## src/rtl/prog_loader.sv

```systemverilog
// Serial program loader: receives an 8N1 framed image (SYNC, LEN, data, [checksum]) and writes it to RAM from 0.
// Optional feature macro: LOADER_CKSUM_EN (checksum byte required and checked when defined).
module prog_loader #(
    parameter int         CLK_HZ = 12000000,
    parameter int         BAUD   = 9600,
    parameter logic [7:0] SYNC   = 8'hA5
) (
    input  logic       clk,
    input  logic       rst_n,
    input  logic       uart_rx,
    output logic       mem_we,
    output logic [7:0] mem_addr,
    output logic [7:0] mem_wdata,
    output logic       cpu_run,
    output logic       busy,
    output logic       err,
    output logic [7:0] load_count
);
    localparam int DIV  = CLK_HZ / BAUD;
    localparam int HALF = DIV / 2;
    localparam int CW   = $clog2(DIV);

    typedef enum logic [1:0] {RX_IDLE, RX_START, RX_DATA, RX_STOP} rx_state_t;

    rx_state_t      rx_st, rx_st_n;
    logic           rx_s1, rx_s2, rx_q;
    logic [CW-1:0]  rx_cnt;
    logic [2:0]     rx_bit;
    logic [7:0]     rx_sh;
    logic           rx_valid, rx_ferr;
    logic           rx_fall, half_tick, full_tick;

    // Edge detect needs the line seen high first, so a held break cannot re-arm the receiver.
    assign rx_fall   = rx_q & ~rx_s2;
    assign half_tick = (rx_cnt == CW'(HALF - 1));
    assign full_tick = (rx_cnt == CW'(DIV - 1));

    always_comb begin
        rx_st_n = rx_st;
        case (rx_st)
            RX_IDLE:  if (rx_fall) rx_st_n = RX_START;
            RX_START: if (half_tick) rx_st_n = rx_s2 ? RX_IDLE : RX_DATA;
            RX_DATA:  if (full_tick && rx_bit == 3'd7) rx_st_n = RX_STOP;
            RX_STOP:  if (full_tick) rx_st_n = RX_IDLE;
            default:  rx_st_n = RX_IDLE;
        endcase
    end

    always_ff @(posedge clk) begin
        if (!rst_n) begin
            rx_st    <= RX_IDLE;
            rx_s1    <= 1'b1;
            rx_s2    <= 1'b1;
            rx_q     <= 1'b1;
            rx_cnt   <= '0;
            rx_bit   <= '0;
            rx_sh    <= '0;
            rx_valid <= 1'b0;
            rx_ferr  <= 1'b0;
        end else begin
            rx_st    <= rx_st_n;
            rx_s1    <= uart_rx;
            rx_s2    <= rx_s1;
            rx_q     <= rx_s2;
            rx_valid <= 1'b0;
            rx_ferr  <= 1'b0;
            if (rx_st == RX_IDLE || (rx_st == RX_START && half_tick) || full_tick)
                rx_cnt <= '0;
            else
                rx_cnt <= rx_cnt + 1'b1;
            if (rx_st == RX_IDLE)
                rx_bit <= '0;
            if (rx_st == RX_DATA && full_tick) begin
                rx_sh  <= {rx_s2, rx_sh[7:1]};
                rx_bit <= rx_bit + 1'b1;
            end
            if (rx_st == RX_STOP && full_tick) begin
                rx_valid <= rx_s2;
                rx_ferr  <= ~rx_s2;
            end
        end
    end

`ifdef LOADER_CKSUM_EN
    typedef enum logic [2:0] {S_IDLE, S_LEN, S_DATA, S_CKSUM, S_DONE} state_t;
    logic [7:0] sum, sum_n;
`else
    typedef enum logic [2:0] {S_IDLE, S_LEN, S_DATA, S_DONE} state_t;
`endif

    state_t     st, st_n;
    logic [7:0] len, len_n;
    logic [7:0] lc_n, lc_inc;
    logic       run_n, err_n, we_n;
    logic [7:0] addr_n, wdata_n;

    assign busy   = (st != S_IDLE) && (st != S_DONE);
    assign lc_inc = load_count + 8'd1;

    always_comb begin
        st_n    = st;
        len_n   = len;
        lc_n    = load_count;
        run_n   = cpu_run;
        err_n   = err;
        we_n    = 1'b0;
        addr_n  = mem_addr;
        wdata_n = mem_wdata;
`ifdef LOADER_CKSUM_EN
        sum_n   = sum;
`endif
        if (rx_ferr) begin
            // A loaded image keeps running; only an in-progress frame is abandoned.
            err_n = 1'b1;
            if (st != S_DONE) st_n = S_IDLE;
        end else if (rx_valid) begin
            case (st)
                S_IDLE, S_DONE: begin
                    if (rx_sh == SYNC) begin
                        st_n  = S_LEN;
                        err_n = 1'b0;
                        lc_n  = 8'd0;
                        run_n = 1'b0;
                    end
                end
                S_LEN: begin
                    len_n = rx_sh;
`ifdef LOADER_CKSUM_EN
                    sum_n = 8'd0;
`endif
                    st_n  = S_DATA;
                end
                S_DATA: begin
                    we_n    = 1'b1;
                    addr_n  = load_count;
                    wdata_n = rx_sh;
                    lc_n    = lc_inc;
`ifdef LOADER_CKSUM_EN
                    sum_n   = sum + rx_sh;
                    if (lc_inc == len) st_n = S_CKSUM;
`else
                    if (lc_inc == len) begin
                        st_n  = S_DONE;
                        run_n = 1'b1;
                    end
`endif
                end
`ifdef LOADER_CKSUM_EN
                S_CKSUM: begin
                    if (rx_sh == sum) begin
                        st_n  = S_DONE;
                        run_n = 1'b1;
                    end else begin
                        st_n  = S_IDLE;
                        err_n = 1'b1;
                    end
                end
`endif
                default: st_n = S_IDLE;
            endcase
        end
    end

    always_ff @(posedge clk) begin
        if (!rst_n) begin
            st         <= S_IDLE;
            len        <= 8'd0;
            load_count <= 8'd0;
            cpu_run    <= 1'b0;
            err        <= 1'b0;
            mem_we     <= 1'b0;
            mem_addr   <= 8'd0;
            mem_wdata  <= 8'd0;
`ifdef LOADER_CKSUM_EN
            sum        <= 8'd0;
`endif
        end else begin
            st         <= st_n;
            len        <= len_n;
            load_count <= lc_n;
            cpu_run    <= run_n;
            err        <= err_n;
            mem_we     <= we_n;
            mem_addr   <= addr_n;
            mem_wdata  <= wdata_n;
`ifdef LOADER_CKSUM_EN
            sum        <= sum_n;
`endif
        end
    end
endmodule

```

## config.mk

```make
export PLATFORM = sky130hd
export DESIGN_NAME = prog_loader
export DESIGN_NICKNAME = d
export VERILOG_FILES = /design/src/rtl/prog_loader.sv
export SDC_FILE = /design/constraint.sdc
export NUM_CORES = 1
export LEC_CHECK = 0
export CORE_MARGIN = 4
export CORE_UTILIZATION = 40
export CTS_CLUSTER_SIZE = 14
export DETAILED_ROUTE_END_ITERATION = 12
export GPL_ROUTABILITY_DRIVEN = 0
export SLEW_MARGIN = 20
export SYNTH_ARGS = -nofsm -noshare
export SYNTH_HDL_FRONTEND = slang
export SYNTH_SLANG_ARGS = --single-unit
```

## constraint.sdc

```tcl
create_clock -name clk -period 2.15 [get_ports clk]
set_input_delay 0.43 -clock clk [delete_from_list [all_inputs] [get_ports clk]]
set_output_delay 0.43 -clock clk [all_outputs]
set_load 0.02 [all_outputs]
```

After elaboration in Yosys (flattened, before gate mapping) --
Cells that the tools add are included.
Word-level totals: register bits after elaboration 67, input port bits 3, word-level logic and storage cells 95
Operators by class: $add $sub $neg 3, equal/unequal tests 21, muxes and demuxes 23, bitwise gates (word level) 5, reduce and logical (&&, ||, !) cells 26
Operators with widths (count):
- 2-to-1 mux 3 bit | 7
- case mux 8 bit (2 select lines) | 1
- != test 2 bit (second input constant) | 6
- AND reduction 4 bit | 3
- adder 11 x 1 -> 11 bit (second input constant) | 1
- equality test 11 x 10 -> 1 bit (second input constant) | 1
- equality test 11 bit (second input constant) | 1
- 2-to-1 mux 2 bit | 5
- nonzero test 2 bit | 5
- case mux 3 bit (3 select lines) | 1
- AND reduction 3 bit | 3
- adder 8 x 1 -> 8 bit (second input constant) | 1
- equality test 8 bit | 1
- equality test 8 bit (second input constant) | 1
- 2-to-1 mux 8 bit | 1
- case mux 2 bit (4 select lines) | 1
- equality test 3 x 2 -> 1 bit (second input constant) | 2
- 2-to-1 mux 1 bit | 6
- != test 3 bit (second input constant) | 2
- logical AND 1 bit | 5
- AND reduction 5 bit | 1
- equality test 2 bit (second input constant) | 2
- inverter 1 bit | 4
- OR reduction 2 bit | 2
- 14 further kinds | 15

Longest topological paths before layout --
Gate-level depths: netlist (run 1).
word-level depth 6, depth in mapped cells 8

Worst setup path before layout (run 1) --
Ideal clock, no wire load.
path type register to register, start point register load_count[1], end point register st[0], setup time 0.125 ns, data arrival time 1.879 ns, path slack 0.145 ns, stages on the path, launching flop included 8, clock period less this slack 2.005 ns, cell sequence dfxtp_1 ha_1 xor2_1 a311oi_1 nand2_1 a2111oi_2 o21ai_1 mux2i_1
Between the ends: cells in the longest elaborated chain, start to end 4
Ends and longest elaborated chain:
- start: declaration | RTL line 17 | output logic [7:0] load_count
- start signal: assignment | RTL line 180 | load_count <= lc_n;
- adder 8 x 1 -> 8 bit | RTL line 98 | assign lc_inc = load_count + 8'd1;
- equality test 8 bit | RTL line 142 | if (lc_inc == len) begin
- != test 3 bit (no line)
- AND reduction 4 bit (no line)
- end signal: assignment | RTL line 178 | st <= st_n;
- end: declaration | RTL line 91 | state_t st, st_n;
Every way passes these cells. A chain may end at the register's enable or synchronous reset.

Final worst setup path (run 1) --
start point register st[0], end point output port busy
Between the ends: cells in the longest elaborated chain, start to end 2, elaborated cells on any way between the ends 3, classes of those cells 1 x eq/ne; 2 x reduce/logical
Ends and longest elaborated chain:
- != test 3 x 2 -> 1 bit or nonzero test 3 bit (tied branches) | RTL line 97 | assign busy = (st != S_IDLE) && (st != S_DONE);
- logical AND 1 bit * | RTL line 97
- end: declaration | RTL line 15 | output logic busy,
Every way passes the cells marked *; elsewhere a longest branch is shown, timed or not.

==> flow_metrics.tcl, run 1 <==
set metrics [dict create \
    status "finished, final reports clean" \
    cts.htree.levels 3 \
    intPower_mw 2.04 \
    synth_nets 362 \
    dp_hpwl_um 4530 \
    post_drt_wl_per_cell_um 13.1 \
    comb_power_share 0.015 \
    post_cts_buffers 0 \
    synth_most_common_cell "dfxtp_1" \
    synth_common_cells "dfxtp_1 (66), nand2_1 (63), a21boi_0 (29), nor2_1 (24), nand3_1 (19)" \
    period_needed_ps 2000 \
    cts.sinks 66 \
    synth_top_cell_area_share 0.431 \
    grt_pass1_vias 2369 \
    maxCapViolCount 0 \
    grt_pass1_wl_um 11000 \
    fin_util 0.510 \
    crit_path_cell_trace "inv_1 > ha_1 > inv_1 > dlygate4sd2_1" \
    ys_seq_area_frac 0.431 \
    critPathSlowestCell "dfxtp_1" \
    area_delta_synth_final_pct 22.0 \
    grt_max_degree 56 \
    start_util 0.418 \
    synthTopCellsByArea "dfxtp_1 (43%), nand2_1 (7.7%), a21boi_0 (7.1%), mux2i_1 (3.9%), ha_1 (3.7%)" \
    vias 2433 \
    cp-end-kind "primary output" \
    fp.dieW_um 95.5 \
    path_depth 4 \
    switching_power_mw 0.478 \
    ys.flop_type "dfxtp_1" \
    design.core.area_sq_mm 0.00733 \
    critical-path-top-delay-family "buffers and inverters" \
    die-area_sq_mm 0.00913 \
    numCtsBuffers 9 \
    postSynthCellCount 350 \
    switching_share 0.190 \
    clkLatencyLatePin_ps 340 \
    crit_fanout 4 \
    drc 0 \
    route.antenna.remaining_nets 0 \
    ff2ff_path_depth 6 \
    async_flop_share 0 \
    cellPowerDensity_mw_per_mm2 673 \
    min_path_type "reg2reg" \
    grt_use_total 0.154 \
    startpoint_type "flip-flop" \
    yosys_warnings 0 \
    drv_slew 0 \
    vias_per_cell 4.99 \
    vdd.ir_drop.worst_v 0.000424 \
    fp.dieH_um 95.5 \
    fin_nets 397 \
    drt_wl_total_um 6380 \
    synth.distinct_cells 45 \
    nFillCells 724 \
    yosysTopAreaCell "dfxtp_1" \
    leakage_nw 1.31 \
    arrival_ps 1570 \
    required_ps 1720 \
    diodes 0 \
    crit_type "reg2out" \
    slew_headroom 0.685 \
    clockBufferDepth 2 \
    synthesis.area_sq_mm 0.00306 \
    drtIter0Drc 178 \
    drive_above_1_share 0.0900 \
    io-pin-count 31 \
    tns_ps 0 \
    slowest_delay_ps 400 \
    fmax_mhz 499 \
    seq_power_share 0.489 \
    clockRootBuffer "clkbuf_8" \
    clk_pin_slew_worst_paths_ps 70 \
    power.share.clock 0.496 \
    synth_seq_cells 66 \
    whs_path_depth 1 \
    cts_hold_buf 0 \
    fin_skew_ps 7.27 \
    path_buf_inv 3 \
    cts_tree "built" \
    fin_crit_sh 0.932 \
    io_buffers 30 \
    fp-row-count 31 \
    hold_violations 0 \
    synth_area_per_cell_sq_um 8.75 \
    setup_viol 0 \
    antenna_found_initial 0 \
    crit_path_frequent_cell "inv_1" \
    tightest_slew_ps 472 \
    drt-pass1-iter-count 4 \
    synth_edf_count 0 \
    rsz0062_at_grt "false" \
    gr-total-overflow 0 \
]
## power by group through the flow
stage,Clock [mW],Sequential (mW),Combinational (mW)
6_report,1.25,1.23,0.0382
5_1_grt,1.33,1.23,0.0421
3_3_place_gp,0,1.26,0.0390
2_1_floorplan,0,1.26,0.0313
4_1_cts,1.28,1.23,0.0393
3_5_place_dp,0,1.26,0.0391
## sequential cells by signal, indices dropped and copies added (netlist names), 2 cells and up, named ones only
signal      count
len             8
load_count      8
mem_addr        8
mem_wdata       8
rx_bit          3
rx_cnt         11
rx_sh           8
st              2
## path summary, 6_finish.rpt
kind | from | slack, ps | endpoint
setup / recovery | st[0] | 150 | busy
hold / removal | rx_s1 | 410 | rx_s2
setup reg to reg | load_count[2] | 160 | st[0]
hold reg to reg | rx_s1 | 410 | rx_s2
## layout by cell type (no fill, tap or decap), types with 2 or more instances in the layout
cell type and instances:
buf_4 13, o21a_1 5, a21oi_1 4, a21boi_0 29
nor2_1 24, a2111oi_2 2, a21o_1 2, and4_4 2
bufinv_16 3, dfxtp_1 66, xnor2_1 9, nand4bb_1 2
and2_1 3, o21ai_0 4, nand2_1 63, o211ai_1 2
a21boi_1 2, ha_1 9, and4_1 2, mux2i_1 12
clkbuf_8 10, xor2_1 9, and3_1 7, clkdlybuf4s50_1 29
nand2b_1 8, nand3_1 19, a22oi_1 3, inv_1 7
nor3_1 6, nor2b_1 15
## per-stage QoR
step                total power [mW]  std cells  cell area (sq um)  hold WS, ps  worst slack, ps
CTS                             2.55        488               3740          416              125
detailed placement              1.30        473               3500          398              183
global route                    2.60        488               3740          436             41.3
finish                          2.52        488               3740          412              147
floorplan                       1.29        350               3060          386              145
global placement                1.30        473               3500          388              232
## logic make-up after synthesis
logic type                 synth area share
AOI/OAI and AO/OA                     0.141
DFF                                   0.431
buffers and inverters                0.0372
muxes                                0.0429
xor gates and xnor gates             0.0515
adders and majority gates            0.0368
and+or+nand+nor                       0.260
## final cells by class
cell class / instances / area (sq um) / share of cell area
clock inverter: 5 / 103 / 0.0275
multi-input combinational: 258 / 1630 / 0.436
timing repair buffer: 43 / 397 / 0.106
clock buffer: 10 / 138 / 0.0368
inverter: 7 / 26.3 / 0.00703
tap: 99 / 124 / 0.0331
sequential: 66 / 1320 / 0.354
## per-layer routing
metal	wire length, um	share of wire	vias up	global-route usage
met3	240	0.038	9	0.0489
met2	3220	0.50	36	0.268
met1	2830	0.44	1136	0.174
met4	97	0.015	0	0.0581
li1	-	-	1252	-
met5	0	0	-	0
## what timing repair did
item                                    4_1_cts  5_1_grt
endpoints found under the hold margin         0        0
endpoints found under the setup margin        1        0
resized for setup                             1        0
Note: power is estimated with default switching activity, not from simulation.
==> inputs of run 2 (changes only) <==
--- a/config.mk
+++ b/config.mk
@@ -5,12 +5,10 @@
 export SDC_FILE = /design/constraint.sdc
 export NUM_CORES = 1
 export LEC_CHECK = 0
-export CORE_MARGIN = 4
 export CORE_UTILIZATION = 40
 export CTS_CLUSTER_SIZE = 14
 export DETAILED_ROUTE_END_ITERATION = 12
 export GPL_ROUTABILITY_DRIVEN = 0
-export SLEW_MARGIN = 20
 export SYNTH_ARGS = -nofsm -noshare
 export SYNTH_HDL_FRONTEND = slang
 export SYNTH_SLANG_ARGS = --single-unit
==> run 2 against run 1 <==
  * Hold slack better by 3.8 ps
  * Sequential cell count unchanged
  * Combinational power about the same
  * Count of clock-buffer cells in the layout unchanged
  * Design area down 1.3%
  * Final cell count unchanged
  * Routed wire length down 0.70%
  * Global-route usage up 2.4 points
  * Utilization down 0.65 points
  * Non-clock buffer count unchanged
  * Total power down 8.8%
  * Critical endpoint unchanged
  * Largest power group is now registers
  * Highest routed layer unchanged
==> flow_metrics.tcl, run 2 (synthesis results as in run 1) <==
set metrics [dict create \
    setup_ws_ps 136 \
    vias 2441 \
    cellPowerDensity_mw_per_mm2 622 \
    drt-pass1-iter-count 4 \
    fin_skew_ps 8.51 \
    gr-total-overflow 0 \
    dp_hpwl_um 4550 \
    leakage_nw 1.28 \
    cts.htree.levels 3 \
    grt_use_total 0.177 \
    io-pin-count 31 \
    io_buffers 30 \
    fin_util 0.503 \
    min_from "rx_s1" \
    drive_above_1_share 0.0900 \
    clkLatencyLatePin_ps 340 \
    timing.rr.start "load_count[0]" \
    final_cell_mix "dfxtp_1 (66), nand2_1 (63), a21boi_0 (29), clkdlybuf4s50_1 (29), nor2_1 (24)" \
    tightest_slew_ps 450 \
    clk_pin_slew_worst_paths_ps 70 \
    grt_pass1_wl_um 10600 \
    fin_cells 488 \
    ff2ff_setup_slack_ps 170 \
    cp-end-kind "primary output" \
    crit_type "reg2out" \
    tns_ps 0 \
    cts.sinks 66 \
    finish.instance_area_sq_mm 0.00369 \
    fin_nets 397 \
    fp.dieH_um 89.5 \
    post_dp_cell_area_sq_mm 0.00350 \
    clockBufferDepth 2 \
    rsz0062_at_grt "false" \
    die-area_sq_mm 0.00801 \
    setup_viol 0 \
    cts_resized 1 \
    top_register "rx_cnt" \
    reg2reg_to "st[1]" \
    slew_headroom 0.700 \
    fin_crit_sh 0.937 \
    fmax_mhz 497 \
    place_ws_ps 172 \
    antenna_found_initial 0 \
    hold_slack_ps 416 \
    arrival_ps 1580 \
    drc 0 \
    maxCapViolCount 0 \
    startpoint_type "flip-flop" \
    route.antenna.remaining_nets 0 \
    vdd.ir_drop.worst_v 0.000326 \
    post_drt_wl_per_cell_um 13.0 \
    drt_wl_total_um 6340 \
    grt_pass1_vias 2232 \
    required_ps 1720 \
    grt_max_degree 56 \
    period_needed_ps 2010 \
    fp-row-count 31 \
    drtIter0Drc 110 \
    finalPower_mw 2.29 \
    start_util 0.418 \
    design.core.area_sq_mm 0.00733 \
    clockRootBuffer "clkbuf_8" \
    status "finished, final reports clean" \
    min_path_type "reg2reg" \
    largest_register_ffs 11 \
    min_to "rx_s2" \
    drv_slew 0 \
    fp.dieW_um 89.5 \
    cts_tree "built" \
    dp.cells 473 \
    crit_fanout 4 \
    numCtsBuffers 9 \
    ff2ff_path_depth 7 \
    area_delta_synth_final_pct 20.4 \
    post_cts_buffers 0 \
    diodes 0 \
    vias_per_cell 5.00 \
    hold_violations 0 \
    whs_path_depth 1 \
    cts_hold_buf 0 \
    layout_commonest_cell "dfxtp_1" \
]
-- run 2: cell types whose count changed in the layout (fill, tap and decap cells not counted), sizes merged --
cell and delta:
clkinvlp +1, clkinv +1, bufinv -2
-- run 2: layout make-up --
class / instances / area (sq um)
Tap cell: 99 / 124
Clock inverter: 5 / 55.1
Fill cell: 698 / 3640
Sequential cell: 66 / 1320
Multi-Input combinational cell: 258 / 1630
Inverter: 7 / 26.3
Clock buffer: 10 / 138
Timing Repair Buffer: 43 / 397
-- run 2: worst max-delay path by stage --
stage                        from    end
CTS                         st[0]   busy
global placement    load_count[0]  st[0]
detailed placement  load_count[0]  st[1]
finish                      st[0]   busy
global route        load_count[2]  st[1]
floorplan           load_count[1]  st[0]
-- run 2: where the power goes --
| part | internal, mW | leakage [nW] | switching, mW |
|---|---|---|---|
| clock network | 0.556 | 0.0941 | 0.470 |
| registers | 1.23 | 0.532 | 0.00428 |
| logic | 0.0182 | 0.657 | 0.0198 |
| total | 1.80 | 1.28 | 0.494 |
-- run 2: routing by layer --
layer	track usage	part of all wire	up-vias
met5	0	0	-
met4	0.0967	0.027	0
met3	0.0332	0.020	12
met2	0.296	0.48	27
met1	0.216	0.47	1149
li1	-	-	1253
-- run 2: critical path, stage by stage (launching register included) --
cell	delay, ps
dfxtp_1	390
inv_1	60
ha_1	330
inv_1	120
dlygate4sd2_1	340
